## src/rtl/handshake_burst_accum_pkg.sv

```systemverilog
`default_nettype none
// ============================================================================
// Module      : handshake_burst_accum_pkg
// Description : Shared constants, phase encoding and helpers for the burst
//               accumulator and its stream interface.
// Revision    : 1.0 - initial release
// ============================================================================
package handshake_burst_accum_pkg;

    // Word width shared with the upstream handshake pipe.
    localparam int c_DATA_W = 32;

    typedef enum logic [1:0] {
        PH_FIRST = 2'd0,
        PH_MID   = 2'd1,
        PH_LAST  = 2'd2
    } phase_t;

    function automatic int clog2(input int value);
        int r;
        r = 0;
        for (int v = value - 1; v > 0; v = v >> 1) begin
            r++;
        end
        return r;
    endfunction

    // Wide enough that BURST_LEN full-scale words can never overflow.
    function automatic int sum_width(input int burst_len);
        return c_DATA_W + clog2(burst_len);
    endfunction

    function automatic logic [c_DATA_W-1:0] umax(input logic [c_DATA_W-1:0] a,
                                                 input logic [c_DATA_W-1:0] b);
        return (a > b) ? a : b;
    endfunction

endpackage : handshake_burst_accum_pkg
`default_nettype wire

```

## src/rtl/handshake_burst_accum_if.sv

```systemverilog
`default_nettype none
// ============================================================================
// Module      : handshake_burst_accum_if
// Description : Input word stream and output result stream of the burst
//               accumulator, with producer/consumer (master) and DUT (slave) views.
// Revision    : 1.0 - initial release
// ============================================================================
interface handshake_burst_accum_if
    import handshake_burst_accum_pkg::*;
#(
    parameter int BURST_LEN = 4
);
    localparam int SUM_W = sum_width(BURST_LEN);

    logic                s_valid;
    logic [c_DATA_W-1:0] s_data;
    logic                s_ready;
    logic                m_valid;
    logic [SUM_W-1:0]    m_sum;
    logic [c_DATA_W-1:0] m_max;
    logic                m_ready;

    modport slave (
        input  s_valid, s_data, m_ready,
        output s_ready, m_valid, m_sum, m_max
    );

    modport master (
        output s_valid, s_data, m_ready,
        input  s_ready, m_valid, m_sum, m_max
    );

endinterface : handshake_burst_accum_if
`default_nettype wire

```

## src/rtl/handshake_burst_accum.sv

```systemverilog
`default_nettype none
// ============================================================================
// Module      : handshake_burst_accum
// Description : Accumulates sum and unsigned max over fixed-length bursts and
//               presents one registered result per burst.
// Revision    : 1.0 - initial release
// ============================================================================
module handshake_burst_accum
    import handshake_burst_accum_pkg::*;
#(
    parameter int BURST_LEN = 4
)(
    input  logic                    clk,
    input  logic                    rst_n,
    handshake_burst_accum_if.slave  io_bus
);

    localparam int               SUM_W      = sum_width(BURST_LEN);
    localparam int               CNT_W      = clog2(BURST_LEN);
    localparam logic [CNT_W-1:0] c_CNT_LAST = CNT_W'(BURST_LEN - 1);

    logic [CNT_W-1:0]    r_cnt;
    logic [SUM_W-1:0]    r_acc_sum;
    logic [c_DATA_W-1:0] r_acc_max;
    logic                r_m_valid;
    logic [SUM_W-1:0]    r_m_sum;
    logic [c_DATA_W-1:0] r_m_max;

    phase_t              w_phase;
    logic                w_s_ready;
    logic                w_in_hs;
    logic                w_out_hs;
    logic [c_DATA_W-1:0] w_data;
    logic [CNT_W-1:0]    w_cnt_nxt;
    logic [SUM_W-1:0]    w_acc_sum_nxt;
    logic [c_DATA_W-1:0] w_acc_max_nxt;
    logic                w_m_valid_nxt;
    logic [SUM_W-1:0]    w_m_sum_nxt;
    logic [c_DATA_W-1:0] w_m_max_nxt;

    // Only the closing word of a burst has to wait for an untaken result.
    assign w_s_ready = ~(r_m_valid & (r_cnt == c_CNT_LAST));
    assign w_in_hs   = io_bus.s_valid & w_s_ready;
    assign w_out_hs  = r_m_valid & io_bus.m_ready;
    assign w_data    = io_bus.s_data;

    always_comb begin
        if (r_cnt == c_CNT_LAST) begin
            w_phase = PH_LAST;
        end else if (r_cnt == '0) begin
            w_phase = PH_FIRST;
        end else begin
            w_phase = PH_MID;
        end
    end

    always_comb begin
        w_cnt_nxt     = r_cnt;
        w_acc_sum_nxt = r_acc_sum;
        w_acc_max_nxt = r_acc_max;
        w_m_valid_nxt = r_m_valid;
        w_m_sum_nxt   = r_m_sum;
        w_m_max_nxt   = r_m_max;

        if (w_out_hs) begin
            w_m_valid_nxt = 1'b0;
        end

        if (w_in_hs) begin
            case (w_phase)
                PH_FIRST: begin
                    w_acc_sum_nxt = SUM_W'(w_data);
                    w_acc_max_nxt = w_data;
                    w_cnt_nxt     = CNT_W'(1);
                end
                PH_MID: begin
                    w_acc_sum_nxt = r_acc_sum + SUM_W'(w_data);
                    w_acc_max_nxt = umax(r_acc_max, w_data);
                    w_cnt_nxt     = r_cnt + CNT_W'(1);
                end
                PH_LAST: begin
                    w_m_sum_nxt   = r_acc_sum + SUM_W'(w_data);
                    w_m_max_nxt   = umax(r_acc_max, w_data);
                    w_m_valid_nxt = 1'b1;
                    w_cnt_nxt     = '0;
                end
                default: begin
                    w_cnt_nxt = '0;
                end
            endcase
        end
    end

    always_ff @(posedge clk or negedge rst_n) begin
        if (!rst_n) begin
            r_cnt     <= '0;
            r_acc_sum <= '0;
            r_acc_max <= '0;
            r_m_valid <= 1'b0;
            r_m_sum   <= '0;
            r_m_max   <= '0;
        end else begin
            r_cnt     <= w_cnt_nxt;
            r_acc_sum <= w_acc_sum_nxt;
            r_acc_max <= w_acc_max_nxt;
            r_m_valid <= w_m_valid_nxt;
            r_m_sum   <= w_m_sum_nxt;
            r_m_max   <= w_m_max_nxt;
        end
    end

    assign io_bus.s_ready = w_s_ready;
    assign io_bus.m_valid = r_m_valid;
    assign io_bus.m_sum   = r_m_sum;
    assign io_bus.m_max   = r_m_max;

endmodule : handshake_burst_accum
`default_nettype wire

```

## src/flat_wrapper.sv

```systemverilog
// flat-port wrapper written by rule: the top's interface ports become plain ports
module handshake_burst_accum_flat import handshake_burst_accum_pkg::*;
#(
    parameter int BURST_LEN = 4
)
  (clk, rst_n, io_bus_s_valid, io_bus_s_data, io_bus_m_ready, io_bus_s_ready, io_bus_m_valid, io_bus_m_sum, io_bus_m_max);
  handshake_burst_accum_if #(.BURST_LEN(BURST_LEN)) io_bus_i ();
  input  logic clk;
  input  logic rst_n;
  input wire logic [$bits(io_bus_i.s_valid)-1:0] io_bus_s_valid;
  input wire logic [$bits(io_bus_i.s_data)-1:0] io_bus_s_data;
  input wire logic [$bits(io_bus_i.m_ready)-1:0] io_bus_m_ready;
  output wire logic [$bits(io_bus_i.s_ready)-1:0] io_bus_s_ready;
  output wire logic [$bits(io_bus_i.m_valid)-1:0] io_bus_m_valid;
  output wire logic [$bits(io_bus_i.m_sum)-1:0] io_bus_m_sum;
  output wire logic [$bits(io_bus_i.m_max)-1:0] io_bus_m_max;
  assign io_bus_i.s_valid = io_bus_s_valid;
  assign io_bus_i.s_data = io_bus_s_data;
  assign io_bus_i.m_ready = io_bus_m_ready;
  assign io_bus_s_ready = io_bus_i.s_ready;
  assign io_bus_m_valid = io_bus_i.m_valid;
  assign io_bus_m_sum = io_bus_i.m_sum;
  assign io_bus_m_max = io_bus_i.m_max;
  handshake_burst_accum #(.BURST_LEN(BURST_LEN)) u_core (.clk(clk), .rst_n(rst_n), .io_bus(io_bus_i));
endmodule
```

## config.mk

```make
export PLATFORM = sky130hd
export DESIGN_NAME = handshake_burst_accum_flat
export DESIGN_NICKNAME = d
export VERILOG_FILES = /design/src/rtl/handshake_burst_accum_pkg.sv /design/src/rtl/handshake_burst_accum_if.sv /design/src/rtl/handshake_burst_accum.sv /design/src/flat_wrapper.sv
export SDC_FILE = /design/constraint.sdc
export NUM_CORES = 1
export LEC_CHECK = 0
export BUFFER_PORTS_ARGS = -buffer_cell sky130_fd_sc_hd__clkbuf_2
export CORE_UTILIZATION = 45
export DETAILED_ROUTE_END_ITERATION = 7
export PLACE_DENSITY = 0.62
export SYNTH_ARGS = -nofsm -noshare
export SYNTH_HDL_FRONTEND = slang
export SYNTH_SLANG_ARGS = --single-unit
```

## constraint.sdc

```tcl
create_clock -name clk -period 5.75 [get_ports clk]
set_clock_uncertainty 0.15 [all_clocks]
set_input_delay 0.575 -clock clk [delete_from_list [all_inputs] [get_ports clk]]
set_output_delay 0.575 -clock clk [all_outputs]
set_load 0.03 [all_outputs]
```

# Word-level counts from Yosys, hierarchy flattened
# Index checks and enable logic that the tools add are counted.
# totals
out_inout_bits,68
romBits,0
mem_bits_rw,0
word_cells,30
latchBits,0
register_bits,135
input_bits,36
mem_count,0
# op_classes
bitwise_logic,4
reduce_logical,5
n_mul,0
div_mod_pow,0
n_shift,0
order_cmp,1
mux,9
n_addsub,2
eq_ne,3
# ops
operator,count
one-hot mux 34 bit (2 select lines),1
one-hot mux 32 bit (2 select lines),1
adder 34 x 32 -> 34 bit,1
> comparator 32 bit,1
2-to-1 mux 32 bit,1
"== test 2 bit, second input constant",2
logical NOT 2 bit,2
2-to-1 mux 1 bit,4
one-hot mux 2 bit (2 select lines),1
AND reduction 2 bit,2
AND 1 bit,3
"adder 2 x 1 -> 2 bit, second input constant",1
"== test 2 x 1 -> 1 bit, second input constant",1
2-to-1 mux 2 bit,1
nonzero test 2 bit,1
NOT 1 bit,1

# Logic depth before layout (Yosys ltp)
# depth
word_depth,6
depth_mapped,11
mapped_depth_nobuf,11

# Worst setup path after synthesis
# OpenSTA, ideal clock, no wires.
# synth_path
path_kind,input -> register
start,input port io_bus_s_data[0]
end,register u_core.r_acc_sum[32]
setup_slack_ns,2.747
path_buffers,0
t_required_ns,5.517
cell_stages,11
t_arrival_ns,2.770
path_cell_list,ha_1 -> inv_1 -> fa_1 -> nor2b_1 -> o211ai_1 -> a21oi_1 -> a21boi_2 -> o31ai_2 -> a41oi_1 -> or3_1 -> o21ai_0
# synth_between
elab_chain_cells,2
# synth_rtl
element,line_no,rtl
"start, declared",flat_wrapper.sv:11,input wire logic [$bits(io_bus_i.s_data)-1:0] io_bus_s_data;
adder 34 x 32 -> 34 bit,handshake_burst_accum.sv:77,w_acc_sum_nxt = r_acc_sum + SUM_W'(w_data);
one-hot mux 34 bit (2 select lines),handshake_burst_accum.sv:70,case (w_phase)
"end signal, assigned",handshake_burst_accum.sv:104,r_acc_sum <= w_acc_sum_nxt;
"end, declared",handshake_burst_accum.sv:23,logic [SUM_W-1:0] r_acc_sum;
# No other way between the ends.
# A chain may end at the register's enable or synchronous reset.

# Worst setup path after layout
# layout_path
start,register u_core.r_acc_max[31]
end,"register u_core.r_m_max[24], in the netlist u_core.io_bus.m_max[24]"
# layout_between
elab_chain_cells,2
# layout_rtl
element,line_no,rtl
"start, declared",handshake_burst_accum.sv:24,logic [c_DATA_W-1:0] r_acc_max;
"start signal, assigned",handshake_burst_accum.sv:105,r_acc_max <= w_acc_max_nxt;
> comparator 32 bit,handshake_burst_accum_pkg.sv:35,return (a > b) ? a : b;
2-to-1 mux 32 bit,--,
"end signal, assigned",handshake_burst_accum.sv:108,r_m_max <= w_m_max_nxt;
"end, declared",handshake_burst_accum.sv:27,logic [c_DATA_W-1:0] r_m_max;
# No other way between the ends.

==> flow_summary.toml <==
[global_route]
grt_pass1_vias = 6414
grt-ovfl-total = 0
grt_max_degree = 88
antenna_found_initial = 0
grt.total_usage = 0.2231
grt_pass1_wl_um = 32570

[hold_path]
worst_hold_path_type = "in2async"

[drt]
dr_total_vias = 6585
drt_iter0_markers = 316
first_pass_iters = 4
wirelength_um = 19950
drc = 0
routed_via_density = 5.393
wl_per_cell_um = 16.34
drtAntennaViolNets = 0

[place]
dp_hpwl_um = 14360
io_buffer_count = 103
gp_congestion = 0.8444

[synthesis]
ys_warn_count = 0
synth_ff_type = "dfrtp_1"
synth_enable_flop_cells = 0
syn_inst = 895
synth_nets = 1000
synth_sequential_area_ratio = 0.4062
avgSynthCellArea_um2 = 9.292
synth_cell_types = 61
ys_ff_latch = 135
async_flop_share = 1.000
syn-cell-area_um2 = 8317

[finish]
drive_above_1_share = 0.1583
diodes = 0
area_delta_synth_final_pct = 15.63
nFillCells = 1726
nets = 1084

[clock_network]
post-cts-setup-buffers = 0
clkTransAtPathRegs_ns = 0.06
cts_buffers = 17
cts.sinks = 135
cts_hold_buf = 0
insertion_delay_ns = 0.43
ctsLongestPathBuffers = 2
cts_root_buf = "clkbuf_16"
cts_tree = "done"
htree_levels = 4
post_cts_resized = 0

[timing]
min_period_over_period = 0.5742
fin_setup_tns_ns = 0
max-slew-margin-rel = 0.3692
fmax_mhz = 302.9
period_minus_slack_ns = 3.302
slew_violations = 0
rsz0062_at_grt = "no"
setup_viol = 0
worst_pin_slew_ns = 0.9461
holdWs_ns = 0.04160
timing.final.hold_violations = 0

[setup_path]
cp.arrival_ns = 3.44
worstSetupEndpointType = "register"
required_ns = 5.89
crit_slowest_cell = "buf_4"
critPathTopFamily = "simple AND/OR/NAND/NOR gates"
criticalPathCategory = "reg2reg"
path_max_fanout = 32
start_kind = "register"
max_stage_delay_ns = 0.53
crit_buf_inv = 1
path_cells = "ha_1, nand4_1, or2_1, nor3_1, o41ai_2, a21oi_4, buf_4, mux2i_1, o21ai_0"

[floorplanning]
num_rows = 49
die-area_um2 = 19030
die_w_um = 137.9
die_h_um = 137.9
pin_count = 104
core_area_um2 = 18020
start_util = 0.4614

[pwr]
power_density_nw_per_um2 = 651.1
power.leakage_nw = 4.792
peakVddDrop_uv = 287.3

[status]
status = "complete, no violations"

[run]
drv_cap = 0
-- synthesized netlist by cell type, drive strengths merged (3+ instances only) --
cell type,n,area (µm²)
nand2,158,593.1
o21bai,6,45.04
inv,42,157.7
o21a,7,52.55
and3,5,31.28
o31ai,4,35.03
or2,3,18.77
nor3,16,80.08
mux2i,55,550.5
nand3,11,55.05
xor2,13,113.9
a21oi,47,239.0
a21boi,3,26.27
o211ai,6,45.04
xnor2,17,148.9
nand4,15,93.84
a311oi,3,26.28
nand3b,5,37.54
mux2,34,382.9
dfrtp,135,3378
and4,3,26.28
clkbuf,33,125.1
a31oi,4,25.02
a21o,23,172.7
ha,68,850.8
buf,12,53.80
o22ai,3,18.77
o311ai,3,26.28
nor2,27,101.4
or3,3,18.77
nor2b,9,56.30
o21ai,92,460.4
nand2b,3,18.77
-- sequential cells by signal, indices dropped and copies added (netlist names) --
name,cells
u_core.io_bus.m_sum,34
u_core.r_acc_sum,34
u_core.io_bus.m_max,32
u_core.r_acc_max,32
u_core.r_cnt,2
u_core.io_bus.m_valid,1
-- cell type report --
type / count / area [µm²] / share of cell area
Clock inverter: 7 / 65.06 / 0.006766
Timing Repair Buffer: 110 / 574.3 / 0.05972
Clock buffer: 25 / 525.5 / 0.05464
Inverter: 42 / 157.7 / 0.01639
Tap cell: 229 / 286.5 / 0.02979
Sequential cell: 135 / 3378 / 0.3513
Multi-Input combinational cell: 673 / 4629 / 0.4814
-- metal layers --
| layer | vias up | wire (µm) | track usage |
|---|---|---|---|
| met5 | - | 0 | 0 |
| met3 | 22 | 642 | 0.03399 |
| met1 | 3100 | 9780 | 0.3067 |
| met2 | 121 | 9269 | 0.3583 |
| met4 | 0 | 255 | 0.07246 |
| li1 | 3342 | - | - |
-- final timing paths --
check	to	from	slack [ns]	cells after the start
worst max-delay path	u_core.io_bus.m_max[24]	u_core.r_acc_max[31]	2.45	9
worst min-delay path	u_core.r_acc_max[16]	rst_n	0.04	1
worst max register to register	u_core.io_bus.m_max[24]	u_core.r_acc_max[31]	2.45	9
worst min register to register	u_core.io_bus.m_sum[11]	u_core.io_bus.m_sum[11]	0.32	2
max in group asynchronous	u_core.io_bus.m_max[16]	rst_n	4.30	2
min in group clk	u_core.io_bus.m_valid	io_bus_m_ready	0.17	2
-- stage by stage --
stage | area [µm²] | util | worst slack (ns) | std cells | power (W)
after floorplan | 8317 | - | 2.747 | 895 | 0.004284
after global placement | 9026 | 0.5008 | 2.139 | 1189 | 0.005145
after detailed placement | 9026 | 0.5008 | 2.099 | 1189 | 0.005197
after CTS | 9617 | 0.5335 | 2.448 | 1221 | 0.006312
after global routing | 9617 | 0.5335 | 2.218 | 1221 | 0.006775
final | 9617 | 0.5335 | 2.448 | 1221 | 0.006261
-- power by group --
group / internal (W) / switching (W) / total [W]
logic: 0.00131 / 0.00215 / 0.00346
clock network: 0.000672 / 0.000419 / 0.00109
registers: 0.00142 / 0.000292 / 0.00171
-- placed cells by master, fill, tap and decap left out, types with 6 or more instances in the layout --
cell         n
ha_1        67
nand4_1     15
o21bai_1     6
clkbuf_2   102
buf_4        7
nor2_1      27
a21oi_1     46
inv_1       42
a21o_1      23
o21ai_0     90
nor3_1      16
mux2i_1     55
dfrtp_1    135
clkbuf_16   17
xnor2_1     17
mux2_1      30
nor2b_1      8
o211ai_1     6
nand3_1     10
clkbuf_8     7
nand2_1    158
xor2_1      13
o21a_1       7
-- logic make-up (layout without fill, tap and decap cells) --
kind of cell,after synthesis,count (layout),share of synthesized area
flip-flops,135,135,0.4062
multiplexers,89,89,0.1122
adder cells (fa/ha/maj),69,69,0.1047
AO/OA/AOI/OAI,217,217,0.1595
AND/OR/NAND/NOR,268,268,0.1453
XOR/XNOR,30,30,0.03159
buffers and inverters,87,184,0.04047
No activity file was read; power rests on OpenSTA's default activity.
